[config.mk]
export PLATFORM = sky130hd
export DESIGN_NAME = pipe_ctrl
export DESIGN_NICKNAME = d
export VERILOG_FILES = /design/src/rtl/pipe_ctrl.sv
export SDC_FILE = /design/constraint.sdc
export NUM_CORES = 1
export LEC_CHECK = 0
export BUFFER_PORTS_ARGS = -buffer_cell sky130_fd_sc_hd__buf_2
export CAP_MARGIN = 0
export CORE_MARGIN = 3
export CORE_UTILIZATION = 40
export DETAILED_ROUTE_END_ITERATION = 8
export MAX_ROUTING_LAYER = met4
export PLACE_DENSITY = 0.66
export SLEW_MARGIN = 20
export SYNTH_ARGS = -nofsm -noshare
export SYNTH_HDL_FRONTEND = slang
export SYNTH_SLANG_ARGS = --single-unit
[constraint.sdc]
create_clock -name clk -period 1.7 [get_ports clk]
set_input_delay 0.17 -clock clk [delete_from_list [all_inputs] [get_ports clk]]
set_output_delay 0.17 -clock clk [all_outputs]
set_load 0.005 [all_outputs]
[src/rtl/pipe_ctrl.sv]
// Pipeline sequencing controller: per-stage stall vector, multi-cycle EX
// sequencing (MADD/DIV), flush arbitration and a saturating stall counter.
module pipe_ctrl #(
    parameter int MADD_CYCLES = 2,
    parameter int DIV_CYCLES  = 32,
    parameter int CNT_W       = 6,
    parameter int PERF_W      = 16
) (
    input  logic              clk,
    input  logic              rst,
    input  logic              stallreq_id,
    input  logic              ex_start,
    input  logic              ex_kind,
    input  logic              flush_req,
    output logic [5:0]        stall,
    output logic              flush,
    output logic              ex_busy,
    output logic              ex_done,
    output logic [CNT_W-1:0]  ex_cnt,
    output logic [PERF_W-1:0] stall_cycles
);

    typedef enum logic [1:0] {
        ST_IDLE = 2'd0,
        ST_BUSY = 2'd1,
        ST_DONE = 2'd2
    } state_e;

    localparam logic [CNT_W-1:0]  MADD_LOAD  = CNT_W'(MADD_CYCLES - 1);
    localparam logic [CNT_W-1:0]  DIV_LOAD   = CNT_W'(DIV_CYCLES - 1);
    localparam logic [CNT_W-1:0]  CNT_ZERO   = {CNT_W{1'b0}};
    localparam logic [CNT_W-1:0]  CNT_ONE    = CNT_W'(1);
    localparam logic [PERF_W-1:0] PERF_ZERO  = {PERF_W{1'b0}};
    localparam logic [PERF_W-1:0] PERF_ONE   = PERF_W'(1);
    localparam logic [PERF_W-1:0] PERF_MAX   = {PERF_W{1'b1}};
    localparam logic [5:0]        STALL_NONE = 6'b000000;
    localparam logic [5:0]        STALL_EX   = 6'b001111;
    localparam logic [5:0]        STALL_ID   = 6'b000111;

    state_e            state_q, state_d;
    logic [CNT_W-1:0]  cnt_q, cnt_d;
    logic [PERF_W-1:0] perf_q, perf_d;
    logic [5:0]        stall_s;
    logic              flush_s;
    logic              busy_s;
    logic              done_s;

    // Next-state and busy-counter logic for the multi-cycle EX sequencer.
    always_comb begin
        state_d = state_q;
        cnt_d   = cnt_q;
        case (state_q)
            ST_IDLE: begin
                if (ex_start && !flush_req) begin
                    cnt_d   = ex_kind ? DIV_LOAD : MADD_LOAD;
                    state_d = ST_BUSY;
                end else begin
                    state_d = ST_IDLE;
                end
            end
            ST_BUSY: begin
                if (flush_req) begin
                    state_d = ST_IDLE;
                    cnt_d   = CNT_ZERO;
                end else if (cnt_q == CNT_ZERO) begin
                    state_d = ST_DONE;
                end else begin
                    cnt_d   = cnt_q - CNT_ONE;
                end
            end
            ST_DONE: begin
                state_d = ST_IDLE;
            end
            default: begin
                state_d = ST_IDLE;
                cnt_d   = CNT_ZERO;
            end
        endcase
    end

    // Output arbitration: flush beats EX stall beats ID load-use stall;
    // everything is forced quiet while reset is held.
    always_comb begin
        stall_s = STALL_NONE;
        flush_s = 1'b0;
        busy_s  = 1'b0;
        done_s  = 1'b0;
        if (!rst) begin
            stall_s = STALL_NONE;
        end else begin
            busy_s = (state_q == ST_BUSY);
            done_s = (state_q == ST_DONE);
            if (flush_req) begin
                flush_s = 1'b1;
                stall_s = STALL_NONE;
            end else if ((state_q == ST_BUSY) || ((state_q == ST_IDLE) && ex_start)) begin
                stall_s = STALL_EX;
            end else if (stallreq_id) begin
                stall_s = STALL_ID;
            end else begin
                stall_s = STALL_NONE;
            end
        end
    end

    // Saturating count of cycles in which the PC is held.
    always_comb begin
        perf_d = perf_q;
        if (stall_s[0] && (perf_q != PERF_MAX)) begin
            perf_d = perf_q + PERF_ONE;
        end else begin
            perf_d = perf_q;
        end
    end

    // State, busy counter and performance counter registers.
    always_ff @(posedge clk or negedge rst) begin
        if (!rst) begin
            state_q <= ST_IDLE;
            cnt_q   <= CNT_ZERO;
            perf_q  <= PERF_ZERO;
        end else begin
            state_q <= state_d;
            cnt_q   <= cnt_d;
            perf_q  <= perf_d;
        end
    end

    assign stall        = stall_s;
    assign flush        = flush_s;
    assign ex_busy      = busy_s;
    assign ex_done      = done_s;
    assign ex_cnt       = cnt_q;
    assign stall_cycles = perf_q;

endmodule

After elaboration in Yosys (flattened, before gate mapping)
Index checks and enable logic that the tools add are counted.

word-level totals
  bits in registers = 24
  output and inout bits = 31
  word-level logic and storage cells = 37

operators by class
  $add $sub $neg = 2
  equal/unequal tests = 6
  multiplexer cells = 17
  bitwise logic cells = 1
  reduce and logical (&&, ||, !) cells = 8

operators by type and width
  kind                                                                number
  6-bit 2-to-1 mux                                                    3
  6-bit case mux with 3 select lines                                  1
  16-bit by 1-bit adder with 16-bit output, second input constant     1
  16-bit != test, second input constant                               1
  4-bit 2-to-1 mux                                                    3
  6-bit logical NOT                                                   1
  3-bit != test, second input constant                                2
  6-bit by 1-bit subtractor with 6-bit output, second input constant  1
  1-bit 2-to-1 mux                                                    5
  5-bit 2-to-1 mux                                                    1
  2-bit 2-to-1 mux                                                    2
  2-bit case mux with 2 select lines                                  1
  1-bit logical AND                                                   3
  3-bit 2-to-1 mux                                                    1
  3-bit AND reduction                                                 1
  2-bit by 1-bit == test with 1-bit output, second input constant     1
  2-bit == test, second input constant                                1
  2-bit logical NOT                                                   1
  2-bit != test, second input constant                                1
  1-bit logical NOT                                                   1
  1-bit logical OR                                                    1
  1-bit inverter                                                      1

Logic depth before layout (Yosys ltp)
  depth after elaboration = 7
  gate-level depth with buffers = 6

Least setup slack after synthesis
Ideal clock, no wire load.

  kind = register to register
  from = reg cnt_q[0], in the netlist ex_cnt[0]
  to = reg cnt_q[1], in the netlist ex_cnt[1]
  library setup time = 128 ps
  data arrival time = 1656 ps
  data required time = 1572 ps
  path slack = -83 ps
  stages on the path, launching flop included = 6
  buffers on the path = 0
  period minus slack after synthesis = 1783 ps
  path through = dfrtp_1 -> inv_1 -> ha_1 -> or4b_4 -> o22ai_4 -> mux2_1

on the way
  cells in the longest elaborated chain, start to end = 4
  elaborated cells between the ends (all ways) = 7
  those cells by class = add/sub: 1; eq/ne: 1; mux: 3; reduce/logical: 2

ends and longest elaborated chain
  what                                         RTL line  text
  start: declaration                           41        logic [CNT_W-1:0] cnt_q, cnt_d;
  start signal: assignment                     124       cnt_q <= cnt_d;
  6-bit by 1-bit subtractor with 6-bit output  68        cnt_d = cnt_q - CNT_ONE;
  6-bit 2-to-1 mux                             65        end else if (cnt_q == CNT_ZERO) begin
  6-bit 2-to-1 mux                             62        if (flush_req) begin
  6-bit case mux with 3 select lines           52        case (state_q)

Parallel ways exist; a longest one is shown, timed or not. The select of a mux whose other input is x is not followed.
A chain may end at the register's enable or synchronous reset.

Worst setup path in the final report
Same ends and word-level chain as after synthesis.

==> flow_summary_export.csv <==
group,metric,value,unit
status,outcome,"finished with violations",
status,violations,"setup timing",
sta,slew_headroom,64.4,%
clock_tree,cts_made_buffers,3,
yosys,yosysUniqueCellTypes,47,
yosys,ys_ff_latch,24,
layout,final_core_util,57.9,%
worst_setup_path,path_class,"reg2reg",
layout,nFillCells,303,
yosys,async_flop_share,100,%
die,core,0.00320,mm^2
yosys,syn_inst,138,
sta,setup_viol,2,
worst_setup_path,crit_slowest_cell,"or4b_4",
detailed_routing,dr.first_iter.drc_count,54,
worst_setup_path,critPathLaunchType,"flip-flop",
sta,setup_ws,-0.0520,ns
clock_tree,root_buffer,"clkbuf_4",
layout,drive_above_1_share,41.5,%
sta,period_minus_slack,1.75,ns
place,hpwlAfterDp,2.48,mm
global_routing,grt_usage,16.9,%
global_routing,first_global_vias,1250,
detailed_routing,first_pass_iters,4,
yosys,syn-cell-area,0.00141,mm^2
global_routing,overflow,0,
die,io_pins,37,
pwr,p_seq_share,44.5,%
worst_setup_path,cp.arrival,1.96,ns
detailed_routing,wire_per_inst,14.1,um
die,die_y,65.3,um
pwr,power_leakage,0.939,nW
clock_tree,cts_tree,"done",
place,portBuffers,34,
detailed_routing,vias_per_cell,5.38,
sta,period_share,103,%
yosys,synth.yosys.seq_area_share,42.6,%
clock_tree,clkSlewWorstSetupHoldPaths,0.12,ns
sta,hold_viol_final,0,
yosys,yosysWarnings,0,
worst_setup_path,crit_required,1.90,ns
pwr,p_clk_share,13.5,%
yosys,synthFlopType,"dfrtp_1",
layout,register_area,601,um^2
worst_setup_path,r2r_slack,-0.05,ns
pwr,ir_drop,0.000530,V
layout,diodes,0,
worst_setup_path,path_buf_inv,1,
pwr,p_per_area,961,mW/mm^2
pwr,p_int,0.00117,W
place,gp_congestion,0.922,
worst_setup_path,r2r_cells,5,
sta,slew_violations,0,
sta,rsz0062_at_grt,"yes",
detailed_routing,drc,0,
detailed_routing,ant_nets,0,
detailed_routing,wl,3.36,mm
worst_setup_path,reg2reg_to,"ex_cnt[1]",
sta,worst_slew_pin_slew,0.535,ns
yosys,syn_avg_cell_area,10.2,um^2
layout,syn2layout_area_growth,31.6,%
clock_tree,insertion_delay,0.30,ns
sta,finalClockSkew,0.00189,ns
detailed_routing,vias,1285,
die,rows,20,
min_path,hold_path_class,"in2async",
worst_setup_path,endpoint,"ex_cnt[1]",
sta,holdWs,0.0766,ns
worst_setup_path,worst_path_largest_cell_delay,0.49,ns
worst_setup_path,endpoint_kind,"flip-flop",
pwr,switchingPower,0.000616,W
pwr,comb_power_share,42.0,%
sta,tns,-0.0583,ns
layout,finalNetCount,205,
worst_setup_path,path_max_fanout,8,
worst_setup_path,cp-startpoint,"ex_cnt[0]",
worst_setup_path,rr_startpoint,"ex_cnt[0]",
clock_tree,cts.path.max_buffers,2,
global_routing,grt_start_max_net_pins,25,
worst_setup_path,path_depth,5,
pwr,swShare,34.6,%
die,dieArea,0.00427,mm^2
layout,multi_input_comb_area,791,um^2
job,cap_violations,0,
worst_setup_path,cp_top_family,"simple AND/OR/NAND/NOR gates",
global_routing,antenna_found_initial,0,
die,start_util,44.0,%
yosys,synth_edf_count,0,
worst_setup_path,cp_cell_sequence,"inv_1 > ha_2 > or4b_4 > o22ai_4 > mux2_4",
clock_tree,clock_sinks,24,
sta,clock.fmax,571,MHz
die,die_w,65.3,um
clock_tree,htreeDepth,1,
global_routing,grt_pass1_wl,5.70,mm
stage by stage:
| stage | power, W | instances | area [um^2] | worst slack (ns) |
|---|---|---|---|---|
| 2_1_floorplan | 0.00114 | 139 | 1420 | -0.0428 |
| 3_3_place_gp | 0.00148 | 230 | 1740 | -0.0162 |
| 3_5_place_dp | 0.00149 | 230 | 1740 | -0.0329 |
| 4_1_cts | 0.00175 | 236 | 1790 | -0.0516 |
| 5_1_grt | 0.00192 | 239 | 1850 | -0.129 |
| 6_report | 0.00178 | 239 | 1850 | -0.0520 |
cell type report:
type / count / share of cell area (%)
Clock buffer: 3 / 1.21
Inverter: 4 / 0.810
Multi-Input combinational cell: 103 / 42.6
Sequential cell: 24 / 32.4
Tap cell: 44 / 2.97
Timing Repair Buffer: 61 / 20.0
cells by family after synthesis:
logic type	synth area share [%]
mux	3.11
fa+ha+maj	1.78
compound gates	13.1
simple gates	27.0
other cells	0.266
flops	42.6
xor+xnor	6.84
buf+inv	5.24
how the worst min path moves through the flow:
stage | to | slack (ns) | cells after the start
4_1_cts | state_q[0] | 0.14 | 2
3_3_place_gp | stall_cycles[6] | 0.22 | 2
2_1_floorplan | ex_cnt[0] | -0.13 | 0
3_5_place_dp | stall_cycles[6] | 0.22 | 2
5_1_grt | stall_cycles[1] | 0.11 | 3
6_report | stall_cycles[6] | 0.08 | 3
tightest hold or removal path, cell delays in order:
cell and delay [ns]:
buf_2 0.10, buf_4 0.13, buf_2 0.45
what timing repair did:
item	CTS	global route
hold buffers	1	0
endpoints found under the hold margin	24	0
gates cloned	0	0
pin swaps	1	3
resized for setup	2	7
endpoints found under the setup margin	5	16
buffers inserted	2	3
power by group through the flow:
stage                     Combinational, W  Sequential, W  Clock [W]
after floorplan                   0.000306       0.000833          0
after global placement            0.000693       0.000783          0
after detailed placement          0.000701       0.000788          0
after CTS                         0.000723       0.000779   0.000250
after global routing              0.000834       0.000809   0.000277
final                             0.000749       0.000793   0.000241
synth_stat cells (4+ instances only):
cell | count | area share [%]
nand4_1 | 8 | 3.6
a31oi_1 | 5 | 2.2
nand2_1 | 6 | 1.6
xor2_1 | 9 | 5.6
and3_1 | 4 | 1.8
o21ai_0 | 6 | 2.1
inv_1 | 4 | 1.1
nand3_1 | 5 | 1.8
nor2_1 | 8 | 2.1
nor3_1 | 4 | 1.4
nor4_1 | 6 | 2.7
buf_4 | 5 | 2.7
dfrtp_1 | 24 | 43
cells in the final DEF (no fill, tap or decap), types with 3 or more instances in the layout:
cell | Yosys | routed
a31oi_1 | 5 | 5
nor3_1 | 4 | 4
inv_1 | 4 | 4
nand3_1 | 5 | 5
nor2_1 | 8 | 7
buf_2 | 2 | 35
nand2_1 | 6 | 6
nand4_1 | 8 | 8
dfrtp_1 | 24 | 24
o21ai_0 | 6 | 6
xor2_1 | 9 | 9
clkbuf_4 | 0 | 3
nor4_1 | 6 | 4
and3_1 | 4 | 4
buf_4 | 5 | 26
state kept, by name (all words and copies together), names as in the netlist:
signal        flops
ex_cnt            6
stall_cycles     16
state_q           2
routing by layer:
metal / global-route usage [%] / part of all wire, %
met5: - / 0
met1: 22.5 / 46
met4: 3.11 / 0.45
met3: 2.22 / 5.2
met2: 28.1 / 49
No activity file was read; power rests on OpenSTA's default activity.
